[src/rtl/pipe_stage_reg.sv]
// pipe_stage_reg: parametrised inter-stage pipeline register with stall/bubble/flush,
// deferred flush latch, valid bit and saturating hold/bubble/flush event counters.
module pipe_stage_reg #(
    parameter int ADDR_W = 32,
    parameter int PAYLOAD_W = 96,
    parameter int CTRL_W = 4,
    parameter int HAZ_W = 6,
    parameter logic [PAYLOAD_W-1:0] BUBBLE_PAYLOAD = 'h13,
    parameter int STALL_W = 6,
    parameter int STAGE_IDX = 2,
    parameter bit FLUSH_PRIO = 1,
    parameter bit KEEP_ADDR = 1,
    parameter int CNT_W = 16
) (
    input  logic                 clk_in,
    input  logic                 reset_in,
    input  logic [STALL_W-1:0]   stall_in,
    input  logic                 jump_flush_in,
    input  logic                 interrupt_flush_in,
    input  logic                 clr_cnt_in,
    input  logic                 valid_in,
    input  logic [ADDR_W-1:0]    addr_in,
    input  logic [PAYLOAD_W-1:0] payload_in,
    input  logic [CTRL_W-1:0]    ctrl_in,
    input  logic [HAZ_W-1:0]     haz_in,
    output logic                 valid_out,
    output logic [ADDR_W-1:0]    addr_out,
    output logic [PAYLOAD_W-1:0] payload_out,
    output logic [CTRL_W-1:0]    ctrl_out,
    output logic [HAZ_W-1:0]     haz_out,
    output logic                 flush_pend_out,
    output logic [CNT_W-1:0]     hold_cnt_out,
    output logic [CNT_W-1:0]     bubble_cnt_out,
    output logic [CNT_W-1:0]     flush_cnt_out
);
    localparam logic [STALL_W-1:0] UP_SEL = STALL_W'(1) << STAGE_IDX;
    localparam logic [STALL_W-1:0] DN_SEL = STALL_W'(1) << (STAGE_IDX + 1);
    logic up, dn, hold, bub, fl_raw, fl;
    logic do_hold, do_flush, do_bub, kill;
    always_comb begin
        up = |(stall_in & UP_SEL);
        dn = |(stall_in & DN_SEL);
        hold = up & dn;
        bub = up & ~dn;
        fl_raw = jump_flush_in | interrupt_flush_in;
        fl = fl_raw | flush_pend_out;
        do_flush = FLUSH_PRIO ? fl : fl & ~hold;
        do_hold = FLUSH_PRIO ? hold & ~fl : hold;
        do_bub = bub & ~fl;
        kill = do_flush | do_bub;
    end
    always_ff @(posedge clk_in) begin
        if (reset_in) begin
            valid_out <= 1'b0;
            addr_out <= '0;
            payload_out <= BUBBLE_PAYLOAD;
            ctrl_out <= '0;
            haz_out <= '0;
            flush_pend_out <= 1'b0;
            hold_cnt_out <= '0;
            bubble_cnt_out <= '0;
            flush_cnt_out <= '0;
        end else begin
            // a pending flush survives only while the stage keeps holding
            flush_pend_out <= !FLUSH_PRIO && hold && fl;
            if (kill) begin
                valid_out <= 1'b0;
                addr_out <= KEEP_ADDR ? addr_out : '0;
                payload_out <= BUBBLE_PAYLOAD;
                ctrl_out <= '0;
                haz_out <= '0;
            end else if (!do_hold) begin
                valid_out <= valid_in;
                addr_out <= addr_in;
                payload_out <= payload_in;
                ctrl_out <= ctrl_in;
                haz_out <= haz_in;
            end
            hold_cnt_out <= clr_cnt_in ? '0 : hold_cnt_out + CNT_W'(do_hold & ~&hold_cnt_out);
            bubble_cnt_out <= clr_cnt_in ? '0 : bubble_cnt_out + CNT_W'(do_bub & ~&bubble_cnt_out);
            flush_cnt_out <= clr_cnt_in ? '0 : flush_cnt_out + CNT_W'(do_flush & ~&flush_cnt_out);
        end
    end
endmodule

[config.mk]
export PLATFORM = sky130hd
export DESIGN_NAME = pipe_stage_reg
export DESIGN_NICKNAME = d
export VERILOG_FILES = /design/src/rtl/pipe_stage_reg.sv
export SDC_FILE = /design/constraint.sdc
export NUM_CORES = 1
export LEC_CHECK = 0
export BUFFER_PORTS_ARGS = -buffer_cell sky130_fd_sc_hd__buf_2
export CAP_MARGIN = 15
export CORE_MARGIN = 4
export CORE_UTILIZATION = 35
export DETAILED_ROUTE_END_ITERATION = 10
export GPL_ROUTABILITY_DRIVEN = 0
export SYNTH_ARGS = -nofsm -noshare
export SYNTH_HDL_FRONTEND = slang
export SYNTH_SLANG_ARGS = --single-unit
[constraint.sdc]
create_clock -name clk_in -period 3.47 [get_ports clk_in]
set_input_delay 0.347 -clock clk_in [delete_from_list [all_inputs] [get_ports clk_in]]
set_output_delay 0.347 -clock clk_in [all_outputs]
set_load 0.01 [all_outputs]
==> flow_summary.toml <==
[worst_hold_path]
min_path_type = "input pin to flop"
min_to = "payload_out[4]"
hold_start = "payload_in[4]"
hold_path_depth = 3

[grt]
grt_max_degree = 70
overflow = 0
grt_pass1_wl_um = 32200
antenna_found_initial = 1
track_usage_pct = 17.9
grt_pass1_vias = 6036

[placement]
io_buffers = 332
dp.cells = 1407
dp_hpwl_um = 15100
detailedPlace.worstSlack_ns = 0.936
place_area_um2 = 8780

[cells_and_area]
layout_commonest_cell = "buf_2"
nNetsFinal = 1318
drive_above_1_share_pct = 32.5
fin_area_um2 = 9340
n_fill_cell = 1997
final_cell_mix = "332 x buf_2, 290 x nand2_1, 187 x dfxtp_1"
fin_util_pct = 48.0
final_cells = 1440
syn_to_final_growth_pct = 34.4

[drt]
vias = 6564
routed_via_density = 4.56
post_drt_wl_per_cell_um = 14.7
remaining_drc_errors = 0
drt_iter0_markers = 215
detail_route.wirelength_um = 21100
dr.pass1.iters = 4
drtAntennaViolNets = 0

[setup_path]
critPathMaxFanout = 11
arrival_ns = 2.88
worstReg2RegEnd = "hold_cnt_out[14]"
worst_r2r_path_depth = 9
crit_required_ns = 3.77
r2r_slack_ns = 0.89
timing.rr.start = "hold_cnt_out[2]"
critPathKind = "flop to flop"
critPathLaunchType = "flop"
end_kind = "flop"

[power]
power_density_nw_per_um2 = 466
vdd_drop_max_v = 0.000307
clock_power_share_pct = 42.7
power_leakage_nw = 4.37
power_frac_comb_pct = 6.6
p_seq_share_pct = 50.7
power.total_mw = 4.35
p_int_mw = 3.26
p_switching_mw = 1.10
sw_frac_of_total_pct = 25.2

[floorplanning]
die_h_um = 149
start_util_pct = 35.7
core_region_area_um2 = 19500
ioPinCount = 338
die_w_um = 149
num_rows = 51
die_area_um2 = 22200

[synth]
syn_avg_cell_area_um2 = 8.10
synth_fp_nets = 1015
yosysUniqueCellTypes = 34
async_reset_ff_share_pct = 0
yosysSeqAreaShare_pct = 53.9
yosys_register_bits = 187
synth_edf_count = 0
netlist_area_um2 = 6950
ys.flop_type = "dfxtp_1"
yosysWarningCount = 0
synth_cells = 858

[timing]
tightestPinTransition_ns = 0.707
rsz0062_at_grt = "false"
period_share_pct = 74.3
period_minus_slack_ns = 2.58
postLayoutSetupSlackWorst_ns = 0.891
max_freq_mhz = 388
slew_headroom_pct = 52.8
slew_violations = 0
setup_viol = 0
fin_skew_ns = 0.00982
hold_slack_ns = 0.140
hold_viol = 0
setup_tns_ns = 0

[clock_tree]
path_clk_slew_ns = 0.07
clock_path_buffers = 2
cts_made_buffers = 17
cts-resized-gates = 0
hold_buffers = 0
cts_setup_buffers = 0
clock_sinks = 187
tritoncts = "yes"
root_buffer = "clkbuf_16"
htreeDepth = 4
clock_latency_ns = 0.42

[job]
drv_cap = 0

[run_status]
status = "finished clean"
cells in the mapped netlist, types with 2 or more instances:
library cell  instances  area [um^2]
clkbuf_1             23         86.3
inv_1                 7         26.3
xnor2_1              30          263
xor2_1                7         61.3
a31oi_1               2         12.5
buf_1                 4         15.0
nor4_1               16          100
o21ai_0               4         20.0
nor3_1               12         60.1
nand4_2               2         25.0
a21oi_1             141          706
buf_4                 5         37.5
nand4_1              12         75.1
nor2_1               45          169
or3_1                 4         25.0
and2_1                5         31.3
and3_1                2         12.5
buf_6                 2         22.5
buf_2                20          100
nand2_1             291         1090
nand3_1              19         95.1
ha_1                  7         87.6
dfxtp_1             187         3740
worst max path at each step:
stage | to | slack (ns) | startpoint | cells after the start
after floorplan | hold_cnt_out[14] | 1.27 | interrupt_flush_in | 10
after global placement | hold_cnt_out[12] | 0.94 | hold_cnt_out[2] | 9
after detailed placement | hold_cnt_out[8] | 0.94 | hold_cnt_out[2] | 9
after CTS | hold_cnt_out[8] | 0.91 | hold_cnt_out[2] | 9
after global routing | hold_cnt_out[8] | 0.59 | hold_cnt_out[2] | 9
final | hold_cnt_out[14] | 0.89 | hold_cnt_out[2] | 9
power groups by stage:
stage	clock (mW)	combinational (mW)	sequential [mW]
2_1_floorplan	0	0.114	2.28
3_3_place_gp	0	0.293	2.26
3_5_place_dp	0	0.294	2.26
4_1_cts	1.91	0.295	2.21
5_1_grt	2.00	0.325	2.21
6_report	1.86	0.289	2.21
per-layer routing:
metal,track usage (%),up-vias,routed length [um]
met5,0,-,13
met1,22.2,2917,8920
li1,-,3415,-
met3,6.84,23,1980
met4,4.26,2,280
met2,29.6,207,9920
logic make-up (layout without fill, tap and decap cells):
| logic type | count (synthesis) | count (layout) | share of synthesized area, % |
|---|---|---|---|
| AND/OR/NAND/NOR | 414 | 414 | 24.9 |
| flip-flops | 187 | 187 | 53.9 |
| AO/OA/AOI/OAI | 150 | 150 | 11.0 |
| buffers and inverters | 62 | 378 | 4.21 |
| XOR/XNOR | 37 | 37 | 4.66 |
| adder cells (fa/ha/maj) | 7 | 7 | 1.26 |
| other | 1 | 2 | 0.0540 |
worst max-delay path: stages (launching register included):
cell and delay [ns]:
dfxtp_1 0.45, nand4_2 0.29, nor4_1 0.57, a41oi_1 0.18
ha_1 0.35, ha_1 0.27, nand4_1 0.09, nor4_1 0.05
xnor2_1 0.15, nor2_1 0.05
cell type report:
class                      count  area [um^2]  area share, %
antenna                        1         2.50         0.0268
clock buffer                  17          425           4.56
clock inverter                15          133           1.42
inverter                       7         26.3          0.281
multi-input combinational    609         2940           31.4
sequential                   187         3740           40.1
tap                          265          332           3.55
timing repair buffer         339         1740           18.6
flip-flops by register name, summed over array words and instances (netlist names):
signal          cells
ctrl_out            4
hold_cnt_out       16
addr_out           32
valid_out           1
bubble_cnt_out     16
flush_cnt_out      16
payload_out        96
haz_out             6
(Power assumes the default switching activity.)
